`src/rtl/pwl_act_unit.sv`:
```
// Piecewise-linear activation unit: runtime-loadable sigmoid/tanh segment
// coefficient banks around a 3-stage select / multiply-add / symmetry pipeline.
module pwl_act_unit #(
    parameter int unsigned NUM_SEGMENTS = 16,
    parameter int unsigned ADDR_WL      = $clog2(NUM_SEGMENTS),
    parameter int unsigned X_WI         = 4,
    parameter int unsigned X_WF         = 8,
    parameter int unsigned A_WI         = 1,
    parameter int unsigned A_WF         = 7,
    parameter int unsigned B_WI         = 1,
    parameter int unsigned B_WF         = 7,
    parameter int unsigned Y_WF         = 7
) (
    input  logic                               CLK,
    input  logic                               RST_N,
    input  logic                               in_valid,
    input  logic                               in_mode,
    input  logic [X_WI+X_WF-1:0]               in_x,
    input  logic                               wr_en,
    input  logic                               wr_func,
    input  logic [ADDR_WL-1:0]                 wr_addr,
    input  logic [A_WI+A_WF+B_WI+B_WF-1:0]     wr_data,
    output logic                               out_valid,
    output logic [Y_WF+1:0]                    out_y,
    output logic                               cfg_err
);

    localparam int unsigned X_WL    = X_WI + X_WF;
    localparam int unsigned MAG_WL  = X_WL - 1;
    localparam int unsigned A_WL    = A_WI + A_WF;
    localparam int unsigned B_WL    = B_WI + B_WF;
    localparam int unsigned C_WL    = A_WL + B_WL;
    localparam int unsigned Y_WL    = Y_WF + 2;
    localparam int unsigned DEPTH   = NUM_SEGMENTS - 1;
    localparam int unsigned PROD_WL = A_WL + MAG_WL + 1;
    localparam int unsigned SUM_WL  = PROD_WL + 1;
    localparam int unsigned P_FRAC  = X_WF + A_WF;
    localparam int unsigned B_SHIFT = P_FRAC - B_WF;
    localparam int unsigned R_SHIFT = P_FRAC - Y_WF;

    localparam logic signed [SUM_WL-1:0] HALF  = SUM_WL'(1) << (R_SHIFT - 1);
    localparam logic signed [SUM_WL-1:0] ONE_S = SUM_WL'(1) << Y_WF;
    localparam logic [Y_WL-1:0]          ONE_Y = Y_WL'(1) << Y_WF;

    // coefficient banks: [0] sigmoid, [1] tanh
    logic [C_WL-1:0] tbl [2][DEPTH];

    // stage 1 registers
    logic                s1_valid, s1_mode, s1_sign;
    logic [MAG_WL-1:0]   s1_mag;
    logic [ADDR_WL-1:0]  s1_idx;

    // stage 2 registers
    logic                      s2_valid, s2_mode, s2_sign, s2_sat;
    logic signed [PROD_WL-1:0] s2_prod;
    logic signed [B_WL-1:0]    s2_b;

    // stage 1 combinational: sign/magnitude split with most-negative saturation
    logic              sign_c;
    logic [X_WL-1:0]   neg_c;
    logic [MAG_WL-1:0] mag_c;

    // stage 2 combinational: coefficient read and slope product
    logic [C_WL-1:0]           coef_c;
    logic signed [A_WL-1:0]    a_c;
    logic signed [PROD_WL-1:0] a_ext_c, m_ext_c, prod_c;
    logic                      sat_c;

    // stage 3 combinational: offset add, rounding, clamp, symmetry
    logic signed [SUM_WL-1:0] b_ext_c, sum_c, rsum_c, p_s_c;
    logic [Y_WL-1:0]          p_c, y_c;

    // absolute value of the input; -2^(X_WL-1) has no positive twin, so clip it
    always_comb begin
        sign_c = in_x[X_WL-1];
        neg_c  = -in_x;
        mag_c  = in_x[MAG_WL-1:0];
        if (sign_c) begin
            if (neg_c[X_WL-1]) mag_c = '1;
            else               mag_c = neg_c[MAG_WL-1:0];
        end
    end

    // segment lookup and A*|x|; last segment skips the table and saturates
    always_comb begin
        sat_c  = (s1_idx >= ADDR_WL'(DEPTH));
        coef_c = '0;
        if (!sat_c) coef_c = tbl[s1_mode][s1_idx];
        a_c     = coef_c[C_WL-1:B_WL];
        a_ext_c = PROD_WL'(a_c);
        m_ext_c = PROD_WL'({1'b0, s1_mag});
        prod_c  = a_ext_c * m_ext_c;
    end

    // align B to the product scale, round half-up, clamp to [0,1], mirror negatives
    always_comb begin
        b_ext_c = SUM_WL'(s2_b);
        sum_c   = SUM_WL'(s2_prod) + (b_ext_c <<< B_SHIFT);
        rsum_c  = sum_c + HALF;
        p_s_c   = rsum_c >>> R_SHIFT;
        if (p_s_c < 0)          p_c = '0;
        else if (p_s_c > ONE_S) p_c = ONE_Y;
        else                    p_c = Y_WL'(p_s_c);
        if (s2_sat) p_c = ONE_Y;
        y_c = p_c;
        if (s2_sign) y_c = s2_mode ? -p_c : (ONE_Y - p_c);
    end

    // coefficient table writes; reads in stage 2 see pre-edge contents
    always_ff @(posedge CLK or negedge RST_N) begin
        if (!RST_N) begin
            for (int f = 0; f < 2; f++)
                for (int i = 0; i < int'(DEPTH); i++)
                    tbl[f][i] <= '0;
        end else if (wr_en && (wr_addr < ADDR_WL'(DEPTH))) begin
            tbl[wr_func][wr_addr] <= wr_data;
        end
    end

    // sticky flag for writes aimed at the saturation segment
    always_ff @(posedge CLK or negedge RST_N) begin
        if (!RST_N)                                     cfg_err <= 1'b0;
        else if (wr_en && (wr_addr >= ADDR_WL'(DEPTH))) cfg_err <= 1'b1;
    end

    // stage 1 register: sample capture
    always_ff @(posedge CLK or negedge RST_N) begin
        if (!RST_N) begin
            s1_valid <= 1'b0;
            s1_mode  <= 1'b0;
            s1_sign  <= 1'b0;
            s1_mag   <= '0;
            s1_idx   <= '0;
        end else begin
            s1_valid <= in_valid;
            s1_mode  <= in_mode;
            s1_sign  <= sign_c;
            s1_mag   <= mag_c;
            s1_idx   <= mag_c[MAG_WL-1 -: ADDR_WL];
        end
    end

    // stage 2 register: product, offset and saturation flag
    always_ff @(posedge CLK or negedge RST_N) begin
        if (!RST_N) begin
            s2_valid <= 1'b0;
            s2_mode  <= 1'b0;
            s2_sign  <= 1'b0;
            s2_sat   <= 1'b0;
            s2_prod  <= '0;
            s2_b     <= '0;
        end else begin
            s2_valid <= s1_valid;
            s2_mode  <= s1_mode;
            s2_sign  <= s1_sign;
            s2_sat   <= sat_c;
            s2_prod  <= prod_c;
            s2_b     <= coef_c[B_WL-1:0];
        end
    end

    // output register: result updates only for valid samples, otherwise holds
    always_ff @(posedge CLK or negedge RST_N) begin
        if (!RST_N) begin
            out_valid <= 1'b0;
            out_y     <= '0;
        end else begin
            out_valid <= s2_valid;
            if (s2_valid) out_y <= y_c;
        end
    end

endmodule

```
`config.mk`:
```
export PLATFORM = sky130hd
export DESIGN_NAME = pwl_act_unit
export DESIGN_NICKNAME = d
export VERILOG_FILES = /design/src/rtl/pwl_act_unit.sv
export SDC_FILE = /design/constraint.sdc
export NUM_CORES = 1
export LEC_CHECK = 0
export ABC_AREA = 1
export ABC_CLOCK_PERIOD_IN_PS = 5450
export CELL_PAD_IN_SITES_DETAIL_PLACEMENT = 1
export CELL_PAD_IN_SITES_GLOBAL_PLACEMENT = 1
export CORE_MARGIN = 2
export CORE_UTILIZATION = 43
export DETAILED_ROUTE_END_ITERATION = 6
export PLACE_DENSITY = 0.81
export SLEW_MARGIN = 30
export SYNTH_ARGS = -nofsm -noshare
export SYNTH_HDL_FRONTEND = slang
export SYNTH_SLANG_ARGS = --single-unit
```
`constraint.sdc`:
```
create_clock -name CLK -period 5.45 [get_ports CLK]
set_clock_uncertainty 0.2 [all_clocks]
set_input_delay 1.09 -clock CLK [delete_from_list [all_inputs] [get_ports CLK]]
set_output_delay 1.09 -clock CLK [all_outputs]
set_load 0.05 [all_outputs]
```
==> impl_metrics.yaml, run 1 <==
sta:
  max_freq_mhz: 176
  drv_slew: 0
  rsz0062_at_grt: "yes"
  max_slew.worst_pin.slew_ns: 0.995
  finalSetupTns_ns: -1.38
  relSlewSlack_pct: 33.6
  hold-worst-slack_ns: 0.155
  finalSetupViolCount: 10
  hold_viol: 0
  fin_crit_ns: 5.67
  fin_ws_ns: -0.222
  timing.final.crit_share_pct: 104
floorplanning:
  rows: 91
  chipWidth_um: 253
  initial_core_util_pct: 43.4
  die_h_um: 253
  dieArea_um2: 64200
  ios: 49
  core_region_area_um2: 61600
power_and_ir_drop:
  vdd_ir_drop_max_mv: 0.268
  p_per_area_nw_per_um2: 454
  total_leakage_power_uw: 0.0151
status:
  status: "finished, violations left"
  violations: "setup timing"
grt:
  grt_max_degree: 113
  grt_pass1_wl_mm: 152
  grt_usage_pct: 30.4
  overflow: 0
  grt_pass1_vias: 26800
  antenna_found_initial: 2
synthesis:
  syn_inst: 3235
  syn_area_um2: 26800
  yosys.area.top_type: "dfrtp_1"
  synthTopCellsByArea: "dfrtp_1 (50%), o21ai_0 (13%), nand2_1 (10%), nor2_1 (4.7%), fa_1 (4.0%)"
  avgSynthCellArea_um2: 8.27
  synth_fp_nets: 3389
  synth_top_area_share_pct: 49.6
  yosys_warnings: 0
  ys_seq_area_share_pct: 49.6
  synth_cell_types: 42
  ys_ff_latch: 530
critical_path:
  path_max_fanout: 8
  reg2reg_depth: 27
  worstSetupStartpointType: "register"
  reg2reg_from: "s1_mode"
  criticalPathCategory: "register to register"
  r2r_end: "s2_prod[19]"
  end_kind: "register"
  required_ns: 5.80
  crit_start: "s1_mode"
  r2r_setup_slack_ns: -0.22
  cp-endpoint: "s2_prod[19]"
  crit_arrival_ns: 6.02
clocking:
  path_clk_slew_ns: 0.06
  cts_inserted_buffers: 57
  cts_tree: "done"
  htreeDepth: 2
  cts_sinks: 530
  root_buffer: "clkbuf_16"
  hold_buffers: 0
  cts_buffer_depth: 3
  insertion_delay_ns: 0.65
final_layout:
  seqCellArea_um2: 13300
  final_common_cell: "nand2_1"
  synthToLayoutAreaGrowth_pct: 20.1
  fillerInstances: 7146
  diodes: 0
  layout-drive-gt1-share_pct: 13.6
  nets: 3472
  multi_input_comb_area_um2: 12400
  layout_common_cells: "nand2_1 (735), o21ai_0 (681), dfrtp_1 (527)"
run:
  cap_violations: 0
place:
  globalplace.congestion: 0.892
  portBuffers: 48
  dpl.hpwl_mm: 61.2
routing:
  num_vias: 24800
  vias_per_cell: 5.89
  ant_nets: 0
  totalWireLength_mm: 96.5
  wire_per_inst_um: 23.0
  firstDrtPassIters: 7
  drc: 0
  drtIter0Drc: 2131
worst_hold_path:
  hold_class: "register to register"
[worst min-delay path by stage]
| stage | from | to | slack (ns) | cells after the start |
|---|---|---|---|---|
| finish | s1_valid | s2_valid | 0.15 | 0 |
| global route | s1_valid | s2_valid | 0.17 | 0 |
| CTS | s1_valid | s2_valid | 0.16 | 0 |
| detailed placement | s1_valid | s2_valid | 0.14 | 0 |
| global placement | s1_valid | s2_valid | 0.14 | 0 |
| floorplan | s1_sign | s2_sign | 0.13 | 0 |
[critical path, cell delays in order, from the launching register on]
cell,delay [ns]
dfrtp_4,0.50
buf_12,0.17
buf_12,0.15
buf_12,0.13
buf_8,0.13
o21ai_2,0.14
o22ai_1,0.09
nand2_1,0.06
nand4_1,0.26
nand2_4,0.19
buf_4,0.14
buf_6,0.09
nor2_2,0.03
fa_1,0.58
fa_1,0.45
fa_1,0.49
inv_1,0.05
fa_1,0.52
inv_1,0.06
ha_4,0.27
nand2_2,0.06
buf_4,0.13
nor2_2,0.11
nand3b_1,0.11
o2111ai_2,0.11
nand3_1,0.12
nand2_1,0.09
xor2_1,0.14
[power by group]
part	switching [µW]	internal, µW	total (µW)
Combinational	3050	2200	5250
Clock	1710	2440	4140
Sequential	483	4710	5190
Total	5240	9340	14600
[logic make-up after synthesis]
kind of cell             after synthesis  share of synthesized area, %
AND/OR/NAND/NOR                     1242                          18.6
XOR/XNOR                              17                         0.556
flip-flops                           530                          49.6
adder cells (fa/ha/maj)              116                          6.94
AO/OA/AOI/OAI                        900                          18.2
buffers and inverters                430                          6.21
[metal layers]
metal	part of all wire [%]	vias to the layer above	GRT usage [%]
met3	6.4	269	5.35
met1	41	12700	38.6
met5	0.031	-	0
met2	48	851	51.1
met4	4.2	4	13.0
li1	-	10900	-
[layout make-up]
type	instances	share of cell area [%]
clock buffer	86	5.28
clock inverter	22	0.919
inverter	184	2.21
multi-input combinational	2276	38.6
sequential	530	41.3
tap	837	3.26
timing repair buffer	268	8.43
timing repair inverter	1	0.0272
[cell usage after synthesis]
| cell | count |
|---|---|
| inv_2 | 1 |
| o211ai_1 | 15 |
| nor3_1 | 10 |
| o21a_1 | 1 |
| a211oi_1 | 1 |
| buf_2 | 27 |
| dfrtp_1 | 530 |
| clkbuf_1 | 215 |
| a31o_2 | 1 |
| o22ai_1 | 63 |
| inv_1 | 182 |
| nand4_1 | 51 |
| nor2_1 | 337 |
| a21boi_0 | 1 |
| nand3_1 | 74 |
| a21oi_2 | 5 |
| o21ai_1 | 12 |
| nand3b_1 | 6 |
| clkinv_1 | 1 |
| o221ai_1 | 49 |
| nor3b_1 | 1 |
| nand2_1 | 747 |
| fa_1 | 54 |
| o2111ai_1 | 2 |
| a21o_1 | 1 |
| a31oi_1 | 2 |
| a221oi_1 | 2 |
| a21oi_1 | 25 |
| nor4_1 | 1 |
| nand3_2 | 2 |
| ha_1 | 62 |
| or2_1 | 1 |
| buf_6 | 2 |
| o21ai_0 | 718 |
| xor2_1 | 12 |
| or3_1 | 1 |
| xnor2_1 | 5 |
| or2_2 | 2 |
| nor2_2 | 5 |
| buf_1 | 2 |
| nand2_2 | 4 |
| a22oi_1 | 2 |
[stage by stage]
step                      area, µm²  setup slack (ns)  instances  power (µW)  util (%)
after floorplan               26800            0.0226       3235        7800         -
after CTS                     31900            -0.129       4198       14300      51.8
after detailed placement      28900            -0.380       4046        9530      46.9
after global routing          32100            -0.455       4204       15400      52.2
final                         32100            -0.222       4204       14600      52.2
after global placement        28900            -0.263       4046        9290      46.9
[state kept, by name, summed over array words and instances (netlist names), 4 cells and up]
register / count
out_y: 9
s1_idx: 4
s1_mag: 7
s2_b: 8
s2_prod: 13
tbl: 480
[repair_timing]
action | CTS | global route
buffers inserted | 36 | 5
setup endpoints to repair | 12 | 13
cloned | 8 | 1
pin swaps | 92 | 30
gates resized for setup | 148 | 32
No activity file was read; power rests on OpenSTA's default activity.
==> run 2: changes to the inputs <==
--- a/config.mk
+++ b/config.mk
@@ -12,6 +12,7 @@
 export CORE_MARGIN = 2
 export CORE_UTILIZATION = 43
 export DETAILED_ROUTE_END_ITERATION = 6
+export GPL_TIMING_DRIVEN = 0
 export PLACE_DENSITY = 0.81
 export SLEW_MARGIN = 30
 export SYNTH_ARGS = -nofsm -noshare
==> run 2 against run 1 <==
  * Non-clock buffer count increased by 93
  * The flow still finishes with violations (setup timing)
  * Largest power group unchanged
  * Highest routed layer unchanged
  * Critical path type unchanged
  * First-iteration DRC count rose by 39%
  * Power shrank 0.61%
==> impl_metrics.yaml, run 2 (synthesized netlist as in run 1, its figures left out) <==
sta:
  relSlewSlack_pct: 25.3
  hold_viol: 0
  max_freq_mhz: 159
  max_slew.worst_pin.slew_ns: 1.12
  fin_ws_ns: -0.833
  finalSetupTns_ns: -6.96
  drv_slew: 0
  rsz0062_at_grt: "yes"
  finalSetupViolCount: 12
  timing.final.crit_share_pct: 115
  fin_crit_ns: 6.28
final_layout:
  final_common_cell: "nand2_1"
  multi_input_comb_area_um2: 12500
  seqCellArea_um2: 13300
  instances_no_fill: 4290
  fillerInstances: 7233
  layout-drive-gt1-share_pct: 10.9
  largest_register_ffs: 480
  reg_top3: "tbl (480), s2_prod (13), out_y (9)"
  largest-register: "tbl"
  nets: 3564
  synthToLayoutAreaGrowth_pct: 20.5
  layout_common_cells: "nand2_1 (734), o21ai_0 (694), dfrtp_1 (528)"
grt:
  grt_pass1_wl_mm: 186
  grt_max_degree: 92
  grt_pass1_vias: 28000
  overflow: 0
  grt_usage_pct: 39.9
  antenna_found_initial: 6
critical_path:
  required_ns: 5.79
  crit_slowest_cell: "fa_1"
  crit_chain: "inv_4, clkbuf_16, clkbuf_8, o21ai_2, o221ai_1, o211ai_1, nand4_1, nand2_4, buf_4, buf_6, nor2_1, fa_2, fa_1, fa_1, inv_1, fa_1, inv_1, ha_4, nand4_1, nand3b_1, o2111ai_2, nand3_2, nand2_2, xor2_2"
  end_kind: "register"
  crit_top_cell: "fa_1"
  crit_buf_inv: 7
  crit_arrival_ns: 6.63
  worstSetupStartpointType: "register"
  path_max_fanout: 10
  criticalPathCategory: "register to register"
  critical-path-max-stage-delay_ns: 0.57
  crit_family: "adder cells"
clocking:
  path_clk_slew_ns: 0.06
  root_buffer: "clkbuf_16"
  cts_buffer_depth: 3
  cts_inserted_buffers: 57
  hold_buffers: 0
  cts_sinks: 530
  htreeDepth: 2
  insertion_delay_ns: 0.67
  cts_tree: "done"
routing:
  firstDrtPassIters: 6
  vias_per_cell: 6.31
  drc: 0
  wire_per_inst_um: 29.9
  drtIter0Drc: 2965
  totalWireLength_mm: 128
  num_vias: 27100
  ant_nets: 0
floorplanning:
  initial_core_util_pct: 43.4
  chipWidth_um: 253
  core_region_area_um2: 61600
  ios: 49
  rows: 91
  die_h_um: 253
  dieArea_um2: 64200
worst_hold_path:
  hold_class: "register to register"
place:
  placedCellCount: 4125
  globalplace.congestion: 1.05
  dp_slack_ns: -2.19
  portBuffers: 47
  dpl.hpwl_mm: 88.3
power_and_ir_drop:
  power_frac_seq_pct: 35.7
  pwr-share-comb_pct: 36.5
  p_sw_share_pct: 37.7
  clkPwrFrac_pct: 27.8
  p_per_area_nw_per_um2: 450
  total_leakage_power_uw: 0.0150
  p_int_uw: 9030
  vdd_ir_drop_max_mv: 0.323
  p_sw_uw: 5470
status:
  status: "finished, violations left"
  violations: "setup timing"
run:
  cap_violations: 0
run 2: changes by cell type in the layout (fill, tap and decap cells not counted), moves of 7 or more:
cell	change
clkbuf_1	+168
clkbuf_16	+11
o21ai_0	+13
clkbuf_2	+23
o21ai_1	-12
o22ai_1	-7
buf_4	-116
inv_1	+10
run 2: final timing paths:
| kind | start | endpoint | slack [ns] | depth (start not counted) |
|---|---|---|---|---|
| min reg2reg | s1_valid | s2_valid | 0.16 | 0 |
| max in group asynchronous | RST_N | tbl[71] | 3.54 | 3 |
| min | s1_valid | s2_valid | 0.16 | 0 |
| min in group asynchronous | RST_N | tbl[177] | 0.18 | 1 |
| max reg2reg | s1_idx[0] | s2_prod[19] | -0.83 | 24 |
| max | s1_idx[0] | s2_prod[19] | -0.83 | 24 |
run 2: worst reg2reg max path: stages, from the launching register on:
cell       delay [ns]
dfrtp_2          0.49
inv_4            0.13
clkbuf_16        0.19
clkbuf_8         0.23
o21ai_2          0.08
o221ai_1         0.19
o211ai_1         0.17
nand4_1          0.30
nand2_4          0.12
buf_4            0.15
buf_6            0.12
nor2_1           0.26
fa_2             0.52
fa_1             0.47
fa_1             0.53
inv_1            0.07
fa_1             0.57
inv_1            0.09
ha_4             0.32
nand4_1          0.17
nand3b_1         0.24
o2111ai_2        0.13
nand3_2          0.13
nand2_2          0.11
xor2_2           0.20
run 2: routing by layer:
metal / wire length, µm / vias up / GRT usage, %
li1: - / 11100 / -
met1: 47300 / 13800 / 49.6
met2: 56200 / 1675 / 60.6
met3: 14500 / 476 / 11.1
met4: 10200 / 2 / 27.0
met5: 13 / - / 0
run 2: what timing repair did:
action / in CTS / in global routing
pin swaps: 78 / 33
setup buffers: 49 / 13
gates cloned: 1 / 0
gates resized for setup: 300 / 47
setup endpoints to repair: 13 / 13
run 2: metrics by stage:
stage / hold slack [ns] / instance area [µm²] / power, µW / utilization, %
after floorplan: 0.131 / 26800 / 7800 / -
after global placement: 0.142 / 28300 / 9020 / 45.9
after detailed placement: 0.139 / 28500 / 9230 / 46.2
after CTS: 0.162 / 32000 / 14000 / 51.9
after global routing: 0.172 / 32200 / 15100 / 52.3
final: 0.160 / 32300 / 14500 / 52.4
run 2: cell type report:
cell class                 instances  area share (%)
inverter                         184            2.20
clock inverter                    14           0.714
multi-input combinational       2276            38.9
sequential                       530            41.1
antenna                            4          0.0310
timing repair buffer             115            3.65
clock buffer                      84            5.08
buffer                           246            5.10
tap                              837            3.25
run 2: power groups by stage:
stage	logic, µW	registers (µW)	clock network (µW)
6_report	5300	5180	4030
5_1_grt	5730	5240	4160
4_1_cts	4840	5140	4000
3_5_place_dp	4040	5190	0
3_3_place_gp	3840	5180	0
2_1_floorplan	2660	5140	0
